## src/rtl/add_arbiter.sv

```systemverilog
// Two-requester arbiter that time-shares an external combinational 16-bit add/sub unit.
// It uses a round-robin grant, one registered operand stage, and one held response register per requester.
module add_arbiter #(
    parameter bit SAT_EN = 1'b0
) (
    input  logic        clk,
    input  logic        rst,
    input  logic        req0_vld,
    input  logic [15:0] req0_A,
    input  logic [15:0] req0_B,
    input  logic        req0_sub,
    output logic        req0_rdy,
    input  logic        req1_vld,
    input  logic [15:0] req1_A,
    input  logic [15:0] req1_B,
    input  logic        req1_sub,
    output logic        req1_rdy,
    output logic        rsp0_vld,
    output logic [15:0] rsp0_sum,
    output logic        rsp0_pos_ovfl,
    output logic        rsp0_neg_ovfl,
    input  logic        rsp0_rdy,
    output logic        rsp1_vld,
    output logic [15:0] rsp1_sum,
    output logic        rsp1_pos_ovfl,
    output logic        rsp1_neg_ovfl,
    input  logic        rsp1_rdy,
    output logic [15:0] add_A,
    output logic [15:0] add_B,
    output logic        add_sub,
    input  logic [15:0] add_sum,
    input  logic        add_pos_ovfl,
    input  logic        add_neg_ovfl
);

    logic [1:0]       busy_q, busy_d;
    logic             rr_q, rr_d;
    logic             s1_vld_q, s1_vld_d;
    logic [15:0]      s1_a_q, s1_a_d;
    logic [15:0]      s1_b_q, s1_b_d;
    logic             s1_sub_q, s1_sub_d;
    logic             s1_id_q, s1_id_d;
    logic [1:0]       rsp_vld_q, rsp_vld_d;
    logic [1:0]       rsp_pos_q, rsp_pos_d;
    logic [1:0]       rsp_neg_q, rsp_neg_d;
    logic [1:0][15:0] rsp_sum_q, rsp_sum_d;

    logic [1:0]       elig;
    logic [1:0]       grant;
    logic [1:0]       handoff;
    logic [15:0]      result;

    // Eligibility uses the registered busy bit, so a requester cannot be re-granted in its handoff cycle.
    always_comb begin
        elig  = {req1_vld, req0_vld} & ~busy_q;
        grant = 2'b00;
        if (!rst) begin
            if (elig == 2'b11) begin
                grant = rr_q ? 2'b10 : 2'b01;
            end else begin
                grant = elig;
            end
        end
    end

    assign handoff = rsp_vld_q & {rsp1_rdy, rsp0_rdy};

    always_comb begin
        result = add_sum;
        if (SAT_EN && add_pos_ovfl) begin
            result = 16'h7FFF;
        end else if (SAT_EN && add_neg_ovfl) begin
            result = 16'h8000;
        end
    end

    always_comb begin
        busy_d    = (busy_q & ~handoff) | grant;
        rr_d      = rr_q;
        s1_vld_d  = |grant;
        s1_a_d    = s1_a_q;
        s1_b_d    = s1_b_q;
        s1_sub_d  = s1_sub_q;
        s1_id_d   = s1_id_q;
        rsp_vld_d = rsp_vld_q & ~handoff;
        rsp_sum_d = rsp_sum_q;
        rsp_pos_d = rsp_pos_q;
        rsp_neg_d = rsp_neg_q;
        if (grant[0]) begin
            s1_a_d   = req0_A;
            s1_b_d   = req0_B;
            s1_sub_d = req0_sub;
            s1_id_d  = 1'b0;
            rr_d     = 1'b1;
        end else if (grant[1]) begin
            s1_a_d   = req1_A;
            s1_b_d   = req1_B;
            s1_sub_d = req1_sub;
            s1_id_d  = 1'b1;
            rr_d     = 1'b0;
        end
        // The owner's response slot is always free here because busy blocks a second operation.
        if (s1_vld_q) begin
            rsp_vld_d[s1_id_q] = 1'b1;
            rsp_sum_d[s1_id_q] = result;
            rsp_pos_d[s1_id_q] = add_pos_ovfl;
            rsp_neg_d[s1_id_q] = add_neg_ovfl;
        end
    end

    always_ff @(posedge clk) begin
        if (rst) begin
            busy_q    <= 2'b00;
            rr_q      <= 1'b0;
            s1_vld_q  <= 1'b0;
            s1_a_q    <= 16'h0000;
            s1_b_q    <= 16'h0000;
            s1_sub_q  <= 1'b0;
            s1_id_q   <= 1'b0;
            rsp_vld_q <= 2'b00;
            rsp_sum_q <= '0;
            rsp_pos_q <= 2'b00;
            rsp_neg_q <= 2'b00;
        end else begin
            busy_q    <= busy_d;
            rr_q      <= rr_d;
            s1_vld_q  <= s1_vld_d;
            s1_a_q    <= s1_a_d;
            s1_b_q    <= s1_b_d;
            s1_sub_q  <= s1_sub_d;
            s1_id_q   <= s1_id_d;
            rsp_vld_q <= rsp_vld_d;
            rsp_sum_q <= rsp_sum_d;
            rsp_pos_q <= rsp_pos_d;
            rsp_neg_q <= rsp_neg_d;
        end
    end

    assign req0_rdy      = grant[0];
    assign req1_rdy      = grant[1];
    assign add_A         = s1_vld_q ? s1_a_q : 16'h0000;
    assign add_B         = s1_vld_q ? s1_b_q : 16'h0000;
    assign add_sub       = s1_vld_q & s1_sub_q;
    assign rsp0_vld      = rsp_vld_q[0];
    assign rsp1_vld      = rsp_vld_q[1];
    assign rsp0_sum      = rsp_sum_q[0];
    assign rsp1_sum      = rsp_sum_q[1];
    assign rsp0_pos_ovfl = rsp_pos_q[0];
    assign rsp1_pos_ovfl = rsp_pos_q[1];
    assign rsp0_neg_ovfl = rsp_neg_q[0];
    assign rsp1_neg_ovfl = rsp_neg_q[1];

endmodule

```

## config.mk

```make
export PLATFORM = sky130hd
export DESIGN_NAME = add_arbiter
export DESIGN_NICKNAME = d
export VERILOG_FILES = /design/src/rtl/add_arbiter.sv
export SDC_FILE = /design/constraint.sdc
export NUM_CORES = 1
export LEC_CHECK = 0
export ABC_AREA = 1
export CAP_MARGIN = 20
export CORE_UTILIZATION = 45
export DETAILED_ROUTE_END_ITERATION = 16
export PLACE_DENSITY = 0.95
export SKIP_LAST_GASP = 1
export SLEW_MARGIN = 20
export SYNTH_ARGS = -nofsm -noshare
export SYNTH_HDL_FRONTEND = slang
export SYNTH_SLANG_ARGS = --single-unit
```

## constraint.sdc

```tcl
create_clock -name clk -period 3 [get_ports clk]
set_input_delay 0.6 -clock clk [delete_from_list [all_inputs] [get_ports clk]]
set_output_delay 0.6 -clock clk [all_outputs]
set_load 0.01 [all_outputs]
```

==> results of run 1 <==
[Yosys cell counts (all sizes together)]
cell / number
inv: 65
nand3b: 1
nor2: 117
a21oi: 15
o31ai: 1
o21ai: 57
nand3: 38
dfxtp: 76
clkbuf: 11
nand2: 123
buf: 21
[per-stage QoR]
stage | hold slack, ps | setup slack [ps]
2_1_floorplan | 447 | 1180
3_3_place_gp | 459 | 345
3_5_place_dp | 471 | 227
4_1_cts | 482 | 297
5_1_grt | 502 | 219
6_report | 479 | 320
[sequential cells by signal (all words and copies together), names as in the netlist]
| name | cells |
|---|---|
| rsp_neg_q | 2 |
| rr_q | 1 |
| s1_a_q | 16 |
| s1_id_q | 1 |
| s1_b_q | 16 |
| rsp1_sum | 16 |
| rsp0_sum | 16 |
| s1_vld_q | 1 |
| busy_q | 2 |
| s1_sub_q | 1 |
| rsp_pos_q | 2 |
| rsp_vld_q | 2 |
[path summary, 6_finish.rpt]
kind	slack [ps]	from	end	cells after the start
setup / recovery	320	rst	req1_rdy	5
hold / removal	480	rsp_vld_q[0]$_SDFF_PP0_	rsp_vld_q[0]$_SDFF_PP0_	2
setup reg to reg	1040	busy_q[0]$_SDFF_PP0_	s1_a_q[6]$_SDFFE_PP0P_	9
hold reg to reg	480	rsp_vld_q[0]$_SDFF_PP0_	rsp_vld_q[0]$_SDFF_PP0_	2
[critical path: cells and delay by family]
kind | cells | cell delay (ps)
buffers and inverters | 3 | 1150
and+or+nand+nor | 2 | 320
[report_power, final]
group | switching (mW) | internal (mW) | leakage [nW]
Sequential | 0.0644 | 1.11 | 0.624
Combinational | 0.332 | 0.341 | 1.75
Clock | 0.374 | 0.489 | 0.105
Total | 0.770 | 1.94 | 2.48
[routing by layer]
| metal | up-vias | global-route usage |
|---|---|---|
| met2 | 201 | 0.441 |
| met4 | 0 | 0.0901 |
| met1 | 1706 | 0.303 |
| met5 | - | 0 |
| met3 | 17 | 0.0592 |
| li1 | 1903 | - |
[kinds of logic after synthesis]
kind of cell           count (synthesis)
AO/OA/AOI/OAI                         73
buffers and inverters                 97
flip-flops                            76
AND/OR/NAND/NOR                      279
[layout make-up]
class,instances,area (sq um)
Clock buffer,10,138
Fill cell,531,1980
Timing Repair Buffer,173,1720
Multi-Input combinational cell,352,1560
Clock inverter,6,87.6
Sequential cell,76,1520
Tap cell,99,124
Inverter,65,244
==> qor.tcl, run 1 <==
set qor(routed-wl-met2_microns) 4930
set qor(grtUsageTotal) 0.253
set qor(number_of_storage_elements_in_the_synthesis_netlist) 76
set qor(dieHeight_microns) 90.2
set qor(fin_util) 0.731
set qor(synth_simple_gate_area_share) 0.332
set qor(drive_gt1_frac) 0.0733
set qor(dpl.cell_count) 765
set qor(synth_top_area_frac) 0.435
set qor(skew_ps) 7.51
set qor(worstSetupEndpointType) {output port}
set qor(cp_common_cell) {clkdlybuf4s50_1}
set qor(worst_skew_pair.late_latency_ps) 340
set qor(synth-seq-area-share) 0.435
set qor(hold_viol) 0
set qor(cts-buffers-inserted) 9
set qor(worstPathMaxFanout) 5
set qor(outcome) {finished, final reports clean}
set qor(critPathKind) {primary input to output port}
set qor(tritoncts) {yes}
set qor(antenna_cells) 0
set qor(worst_hold_path_type) {flip-flop to flip-flop}
set qor(post_cts_hold_buffer_count) 0
set qor(route.layer.met1.wl_microns) 4110
set qor(fin_nets) 767
set qor(max-clock-path-buffers) 2
set qor(cts_root_buffer) {clkbuf_8}
set qor(synth_adder_area_share) 0
set qor(synth-compound-area-share) 0.113
set qor(critical_path.max_stage_delay_ps) 580
set qor(synth_top_family_by_area) {simple AND/OR/NAND/NOR gates}
set qor(yosys.area_share.xor_xnor) 0
set qor(starting_density_of_the_core) 0.475
set qor(vias_per_cell) 4.90
set qor(worstPathRequired_ps) 2400
set qor(stdcell_area_sq_um) 5390
set qor(mostFrequentLayoutCell) {clkdlybuf4s50_1}
set qor(synth_area_leader_cell) {dfxtp_1}
set qor(overflow) 0
set qor(detail-route-antenna-nets) 0
set qor(first_global_vias) 3670
set qor(die-width_microns) 90.2
set qor(path_cells) {clkdlybuf4s50_1 > nor2_4 > nand2_4 > inv_1 > clkdlybuf4s50_1}
set qor(grt_first_pass_wirelength_microns) 16800
set qor(ys_warnings) 0
set qor(timing.slew.headroom) 0.562
set qor(unrepaired_setup_endpoints_after_global_routing) {false}
set qor(setup_total_negative_slack_ps) 0
set qor(hpwl_detailed_microns) 7530
set qor(layout.cells.most_common_list) {162 x clkdlybuf4s50_1, 119 x nand2_1, 115 x nor2_1}
set qor(wire_per_inst_microns) 12.9
set qor(syn-num-nets) 615
set qor(ioPinCount) 163
set qor(grt_antenna_before_repair) 0
set qor(post_synth_instance_area_sq_um) 3500
set qor(clk_pin_slew_ps) 80
set qor(cap_viol_max_count) 0
set qor(cts-resized-gates) 0
set qor(syn-instance-count) 525
set qor(top_signal_layer_used) {met4}
set qor(synth.top_cells.by_area) {dfxtp_1 43%, nand2_1 13%, nor2_1 12%}
set qor(num_vias) 3827
set qor(fin_cells) 781
set qor(grt_max_degree) 43
set qor(cts.sinks) 76
set qor(p_total_mw) 2.71
set qor(vdd.ir_drop.worst_v) 0.000286
set qor(gp_congestion) 0.859
set qor(die_area_sq_um) 8140
set qor(synth_cell_type_count) 22
set qor(post_synth.cell_area_avg_sq_um) 6.67
set qor(post-cts-setup-buffers) 0
set qor(period_utilization) 0.893
set qor(placed_inst_area_sq_um) 5160
set qor(critical_path_arrival_ps) 2080
set qor(setup_viol) 0
set qor(timing.final.crit_period_ps) 2680
set qor(syn_to_final_growth_pct) 53.9
set qor(cts_max_level) 3
set qor(drt-pass1-iter-count) 5
set qor(maxSlewViolCount) 0
set qor(worst_path_max_delay_cell) {clkdlybuf4s50_1}
set qor(placement_rows) 31
set qor(power_per_cell_area_nw_per_um2) 504
set qor(totalWireLength_microns) 10000
set qor(drc) 0
set qor(fraction_of_synthesized_area_in_multiplexers) 0
set qor(timing_worst_slew_pin_value_ps) 656
set qor(core_area_sq_um) 7370
set qor(start_kind) {primary input}
set qor(io_buffers) 162
set qor(maxClockFrequency_ghz) 0.373
set qor(leakagePower_nw) 2.48
set qor(dr_iter_0_viols) 162
set qor(wl_met3_microns) 836
Note: power is estimated with default switching activity, not from simulation.
==> run 2: changes to the inputs <==
--- a/config.mk
+++ b/config.mk
@@ -5,11 +5,10 @@
 export SDC_FILE = /design/constraint.sdc
 export NUM_CORES = 1
 export LEC_CHECK = 0
-export ABC_AREA = 1
 export CAP_MARGIN = 20
-export CORE_UTILIZATION = 45
+export CORE_UTILIZATION = 44
 export DETAILED_ROUTE_END_ITERATION = 16
-export PLACE_DENSITY = 0.95
+export PLACE_DENSITY = 0.94
 export SKIP_LAST_GASP = 1
 export SLEW_MARGIN = 20
 export SYNTH_ARGS = -nofsm -noshare
==> run 2 against run 1 <==
  * Sequential power hardly changed
  * Combinational power is 14% lower
  * Critical path type unchanged
  * Maximum frequency is 3.9% lower
  * Sequential share of layout area is 0.39 points higher
  * Critical endpoint unchanged
  * Largest power group unchanged
  * Hold slack worse by 16 ps
  * Via count is 2.6% lower
  * First-iteration DRC count is 40% higher
  * Count of clock-buffer cells in the layout is 1 lower
==> qor.tcl, run 2 <==
set qor(outcome) {finished, final reports clean}
set qor(syn-num-nets) 504 ;# -18%
set qor(hpwl_detailed_microns) 7570 ;# +0.51%
set qor(worstPathMaxFanout) 7 ;# +2
set qor(overflow) 0 ;# unchanged
set qor(dr_iter_0_viols) 226 ;# +40%
set qor(skew_ps) 8.52 ;# +1.01 ps
set qor(crit_reg_reg_startpoint) {s1_vld_q$_SDFF_PP0_}
set qor(cts-buffers-inserted) 9 ;# unchanged
set qor(synth_area_leader_cell) {dfxtp_1}
set qor(worstSetupEndpointType) {output port}
set qor(syn-instance-count) 414 ;# -21%
set qor(grtUsageTotal) 0.263 ;# +0.00961
set qor(synth_top_family_by_area) {compound AO/OA/AOI/OAI gates}
set qor(wire_per_inst_microns) 16.1 ;# +25%
set qor(met1_usage) 0.315 ;# +0.0114
set qor(ffs_w_async_s_r_synth) 0 ;# unchanged
set qor(grtUsageMet2) 0.452 ;# +0.0108
set qor(cap_viol_max_count) 0 ;# unchanged
set qor(timing.critical_path.to) {req1_rdy}
set qor(period_utilization) 0.930 ;# +0.0362
set qor(vdd.ir_drop.worst_v) 0.000257 ;# -9.9%
set qor(num_vias) 3729 ;# -2.6%
set qor(pwr-share-clk) 0.341 ;# +0.023
set qor(timing.final.crit_period_ps) 2790 ;# +109 ps
set qor(dieHeight_microns) 90.1 ;# about the same
set qor(hold_viol) 0 ;# unchanged
set qor(post_synth_instance_area_sq_um) 3420 ;# -2.4%
set qor(timing.slew.headroom) 0.462 ;# -0.100
set qor(top_usage_layer) {met2}
set qor(power_per_cell_area_nw_per_um2) 492 ;# -2.3%
set qor(fraction_of_synthesized_area_in_multiplexers) 0 ;# unchanged
set qor(dp_worst_setup_slack_ps) 219 ;# -7.95 ps
set qor(io_buffers) 162 ;# unchanged
set qor(drive_gt1_frac) 0.0885 ;# +0.0152
set qor(timing_worst_slew_pin_value_ps) 807 ;# +151 ps
set qor(critPathKind) {primary input to output port}
set qor(critical_path_arrival_ps) 2190 ;# +110 ps
set qor(ioPinCount) 163 ;# unchanged
set qor(post_cts_hold_buffer_count) 0 ;# unchanged
set qor(synth-main-ff-cell) {dfxtp_1}
set qor(post-cts-setup-buffers) 0 ;# unchanged
set qor(netSwitchingFraction) 0.280 ;# -0.00341
set qor(grt_antenna_before_repair) 0 ;# unchanged
set qor(gp_congestion) 0.808 ;# -5.9%
set qor(cts_root_buffer) {clkbuf_8}
set qor(timing.hold.worst_path_depth) 2 ;# unchanged
set qor(pwr-share-seq) 0.438 ;# +0.004
set qor(synth_top_area_frac) 0.445 ;# +0.0105
set qor(drc) 0 ;# unchanged
set qor(setup.reg_to_reg.worst_slack_ps) 1110 ;# +70 ps
set qor(unrepaired_setup_endpoints_after_global_routing) {false}
set qor(die_area_sq_um) 8130 ;# -0.13%
set qor(p_total_mw) 2.62 ;# -3.6%
set qor(synth.top_cells.by_area) {dfxtp_1 45%, nand2_1 8.5%, and2_1 6.2%}
set qor(maxClockFrequency_ghz) 0.359 ;# -3.9%
set qor(number_of_storage_elements_in_the_synthesis_netlist) 76 ;# unchanged
set qor(timing.reg2reg.worst_path_depth) 4 ;# -5
set qor(tritoncts) {yes}
set qor(leakagePower_nw) 1.90 ;# -24%
set qor(syn_to_final_growth_pct) 55.5
set qor(synth-seq-area-share) 0.445 ;# +0.0105
set qor(clk_pin_slew_ps) 80 ;# about the same
set qor(setup_viol) 0 ;# unchanged
set qor(setup_total_negative_slack_ps) 0 ;# unchanged
set qor(p_sw_uw) 733 ;# -4.8%
set qor(combPwrFrac) 0.221 ;# -0.027
set qor(ys_warnings) 0 ;# unchanged
set qor(cts-resized-gates) 0 ;# unchanged
set qor(cts.sinks) 76 ;# unchanged
set qor(layout.cells.most_common_list) {162 x clkdlybuf4s50_1, 77 x nand2_1, 76 x dfxtp_1}
set qor(placed_inst_area_sq_um) 5080 ;# -1.5%
set qor(globalRouteMet3Util) 0.0423 ;# -0.0169
set qor(die-width_microns) 90.1 ;# about the same
set qor(totalWireLength_microns) 10700 ;# +6.3%
set qor(vias_per_cell) 5.62 ;# +15%
set qor(worst_slack_ps) 211 ;# -109 ps
set qor(grt_max_degree) 58 ;# +35%
set qor(maxSlewViolCount) 0 ;# unchanged
set qor(placement_rows) 31 ;# unchanged
set qor(worst_hold_path_type) {flip-flop to flip-flop}
set qor(stdcell_area_sq_um) 5320 ;# -1.4%
set qor(post_synth.cell_area_avg_sq_um) 8.26 ;# +24%
set qor(post-synth-top-count-cell) {nand2_1}
set qor(number_of_synthesized_flops_with_an_enable_pin) 0 ;# unchanged
set qor(core_area_sq_um) 7370 ;# unchanged
set qor(synth_adder_area_share) 0 ;# unchanged
set qor(mostFrequentLayoutCell) {clkdlybuf4s50_1}
set qor(grt_first_pass_wirelength_microns) 17300 ;# +3.2%
set qor(starting_density_of_the_core) 0.464 ;# -0.0112
set qor(yosys.area_share.xor_xnor) 0 ;# unchanged
set qor(first_global_vias) 3621 ;# -1.3%
set qor(crit_start) {req1_vld}
set qor(start_kind) {primary input}
set qor(fin_nets) 650 ;# -15%
set qor(worstPathRequired_ps) 2400 ;# about the same
set qor(worst_skew_pair.late_latency_ps) 350 ;# about the same
set qor(intPower_mw) 1.88 ;# -3.2%
set qor(fin_util) 0.721 ;# -0.0100
set qor(drt-pass1-iter-count) 4 ;# -1
set qor(antenna_cells) 0 ;# unchanged
set qor(cts_max_level) 3 ;# unchanged
set qor(detail-route-antenna-nets) 0 ;# unchanged
set qor(max-clock-path-buffers) 2 ;# unchanged
set qor(synth-compound-area-share) 0.249 ;# +0.136
set qor(yosys-top-cells-count) {77 x nand2_1, 76 x dfxtp_1, 41 x a21oi_1}
set qor(r2r_end) {rsp0_sum[6]$_SDFFE_PP0P_}
set qor(synth_cell_type_count) 27 ;# +23%
set qor(synth_simple_gate_area_share) 0.239 ;# -0.0930
## run 2: cell types whose count changed in the layout (fill, tap and decap cells not counted), moves of 8 or more
| cell | change |
|---|---|
| o31ai_1 | +27 |
| o21ai_0 | -36 |
| nor2_1 | -115 |
| inv_1 | -61 |
| nand2_1 | -42 |
| and2_1 | +34 |
| o21ai_2 | +8 |
| nand3_1 | -29 |
| nand4_1 | +28 |
| a21oi_1 | +30 |
| a31oi_1 | +29 |
## run 2: kinds of logic (layout without fill, tap and decap cells)
family                 Yosys count  in the layout
buffers and inverters           46            197
AOI/OAI and AO/OA              135            135
and+or+nand+nor                157            157
DFF                             76             76
## run 2: worst min-delay path by stage
stage / startpoint / end / slack [ps]
floorplan: s1_b_q[8]$_SDFFE_PP0P_ / s1_b_q[8]$_SDFFE_PP0P_ / 450
global placement: rsp0_sum[3]$_SDFFE_PP0P_ / rsp0_sum[3]$_SDFFE_PP0P_ / 440
detailed placement: rsp0_sum[14]$_SDFFE_PP0P_ / rsp0_sum[14]$_SDFFE_PP0P_ / 450
CTS: rsp0_sum[14]$_SDFFE_PP0P_ / rsp0_sum[14]$_SDFFE_PP0P_ / 460
global route: rsp0_sum[12]$_SDFFE_PP0P_ / rsp0_sum[12]$_SDFFE_PP0P_ / 480
finish: rsp_pos_q[0]$_SDFFE_PP0P_ / rsp_pos_q[0]$_SDFFE_PP0P_ / 460
## run 2: power groups by stage
| stage | Sequential (mW) | Clock [mW] | Combinational [mW] |
|---|---|---|---|
| 2_1_floorplan | 1.16 | 0 | 0.279 |
| 3_3_place_gp | 1.16 | 0 | 0.558 |
| 3_5_place_dp | 1.17 | 0 | 0.573 |
| 4_1_cts | 1.14 | 0.903 | 0.578 |
| 5_1_grt | 1.16 | 0.948 | 0.624 |
| 6_report | 1.15 | 0.892 | 0.578 |
## run 2: worst max-delay path: stages
cell and delay (ps):
clkdlybuf4s50_1 550, nand2b_4 100, a211oi_1 300, clkdlybuf4s50_1 630
## run 2: final cells by class
class	count	area (sq um)
multi-input cells	292	1680
clock buffers	9	124
fillers	540	2050
repair buffers	179	1750
flip-flops and latches	76	1520
inverters	2	7.51
well taps	99	124
clock inverters	7	106
## run 2: layer usage
layer  vias up  share of wire  wire [microns]
met5         -              0               0
met4         0          0.033             348
met1      1738           0.41            4340
li1       1781              -               -
met3        31          0.056             599
met2       179           0.50            5390
## run 2: metrics by stage
stage	instances	hold slack [ps]
floorplan	414	445
global placement	648	441
detailed placement	648	448
CTS	664	460
global route	664	476
finish	664	463
==> RTL edit: new RTL, settings of run 2 <==
Make the reset (`rst`) asynchronous in one clocked block.
--- a/src/rtl/add_arbiter.sv
+++ b/src/rtl/add_arbiter.sv
@@ -108,7 +108,7 @@
         end
     end
 
-    always_ff @(posedge clk) begin
+    always_ff @(posedge clk or posedge rst) begin
         if (rst) begin
             busy_q    <= 2'b00;
             rr_q      <= 1'b0;
Behaviour: differs if rst is asserted again (counterexample within 4 cycles, from zero or initial values and one cycle with rst high); with rst held inactive, the same outputs for 10 cycles.
==> RTL edit against run 2 <==
Non-clock buffer count decreased by 8. Critical path depth unchanged. Worst setup slack better by 26 ps. Synthesized area up 4.2%. Sequential cell count unchanged. Routed wire length decreased by 12%. Cell area increased by 3.5%. Die area grew 4.1%. Via count fell by 20%. Sequential share of layout area up 6.0 points.
Power is not compared: it rests on default switching activity, and its combinational part moved more than twofold at a synthesized area within 25%.
==> RTL edit: results (changes against run 2) <==
- Post-CTS setup buffer count: 0 (unchanged)
- Critical-path maximum fanout: 3 (-4)
- Largest net degree at the start of global routing: 48 (-17%)
- Grt met2 use: 0.391 (-0.0617)
- Worst skew pair latency: roughly 340 ps
- Gpl congestion: 0.829 (+2.6%)
- Reg2reg path depth: 5 (+1)
- Max Buffers Root-to-Sink: 2 (unchanged)
- Post-synth top cells: dfrtp_1 (76), mux2_2 (36), and2_1 (33)
- Part of the Yosys area used for sequential elements: 0.534 (+0.0890)
- Met3 Track Usage GR: 0.0473 (+0.00496)
- DP HPWL: 6760 um (-11%)
- Slew HR: 0.331 (-0.131)
- Vias in the first global route: 2,988 (-17%)
- Gr usage total: 0.229 (-0.0342)
- Setup crit start: req1_vld
- IO buf count: 162 (unchanged)
- WL final: 9370 um (-12%)
- M1 GR Usage: 0.294 (-0.0203)
- Destination of the worst hold path: rsp_vld_q[0]$_DFF_PP0_
- Mux cell area share after synthesis: 0.114 (+0.114)
- YS warnings: 0 (unchanged)
- Min-delay src: rsp_vld_q[0]$_DFF_PP0_
- Placed instance area: 5280 sq um (+3.8%)
- Netlist cell types: 28 (+3.7%)
- 1st-iter DRT viols: 100 (-56%)
- Global-route wire length before repair: 14,900 um (-14%)
- H-tree levels: 3 (unchanged)
- R2R setup slack: 870 ps (-240 ps)
- Nets@finish: 536 (-18%)
- Leak: around 0.0023 uW
- Share of cells above drive strength 1: 0.162 (+0.0734)
- Hold WC Path Type: reg -> reg
- Post-synthesis async set-or-reset flop share: 1.00 (+1.00)
- DP Worst Slack: 247 ps (+28.2 ps)
- Compound-Gate Fraction of Synth Area: 0.154 (-0.0950)
- Final Skew: 11.3 ps (+2.74 ps)
- Pre-antenna DRT Iters: 4 (unchanged)
- Data arrival, critical path: 2160 ps (-30 ps)
- Vias: 2,983 (-20%)
- Post-Synth Adder-Cell Area: 0 (unchanged)
- Syn_nets: 379 (-25%)
- Top cells by area, synth: dfrtp_1 (53%), mux2_2 (11%), and2_1 (5.8%)
- Worst hold stages: 1 (-1)
- Clock-pin slew on the worst setup and hold paths: about 70 ps
- VDD IR max: between 0.3 and 0.4 mV
- RR Startpoint: busy_q[0]$_DFF_PP0_
- R2r endpoint: s1_id_q$_DFFE_PP0P_
- Status: finished, final reports clean
-- RTL edit: kinds of logic after synthesis --
logic type	Yosys count
AND/OR/NAND/NOR	79
flip-flops	76
AO/OA/AOI/OAI	66
multiplexers	36
buffers and inverters	32
-- RTL edit: routing by layer --
metal  vias to the layer above  share of wire  routed length, um
li1                       1397              -                  -
met1                      1475           0.43               4050
met2                       100           0.51               4790
met3                        11          0.046                429
met4                         0          0.011                106
met5                         -              0                  0
-- RTL edit: per-stage QoR --
| stage | cells | hold slack, ps |
|---|---|---|
| 2_1_floorplan | 289 | 469 |
| 4_1_cts | 553 | 509 |
| 5_1_grt | 553 | 519 |
| 3_5_place_dp | 537 | 491 |
| 3_3_place_gp | 537 | 488 |
| 6_report | 553 | 504 |
-- RTL edit: final cells by class --
cell class / instances / area [sq um]
fill: 561 / 2270
sequential: 76 / 1900
timing repair buffer: 171 / 1700
multi-input combinational: 181 / 1520
tap: 102 / 128
clock buffer: 9 / 124
clock inverter: 7 / 98.8
inverter: 7 / 27.5
-- RTL edit: report_power, final --
group	internal (uW)	switching, uW
Clock	473	384
Sequential	1520	271
Combinational	1290	802
Total	3280	1460
-- RTL edit: critical path, stage by stage --
cell,delay (ps)
clkdlybuf4s50_1,500
nand2b_1,100
a311oi_2,360
clkdlybuf4s50_1,610
-- RTL edit: worst max path at each step --
stage | endpoint | slack [ps]
2_1_floorplan | busy_q[0]$_DFF_PP0_ | 60
3_3_place_gp | req1_rdy | 270
3_5_place_dp | req1_rdy | 250
4_1_cts | req1_rdy | 240
5_1_grt | req1_rdy | 200
6_report | req1_rdy | 240
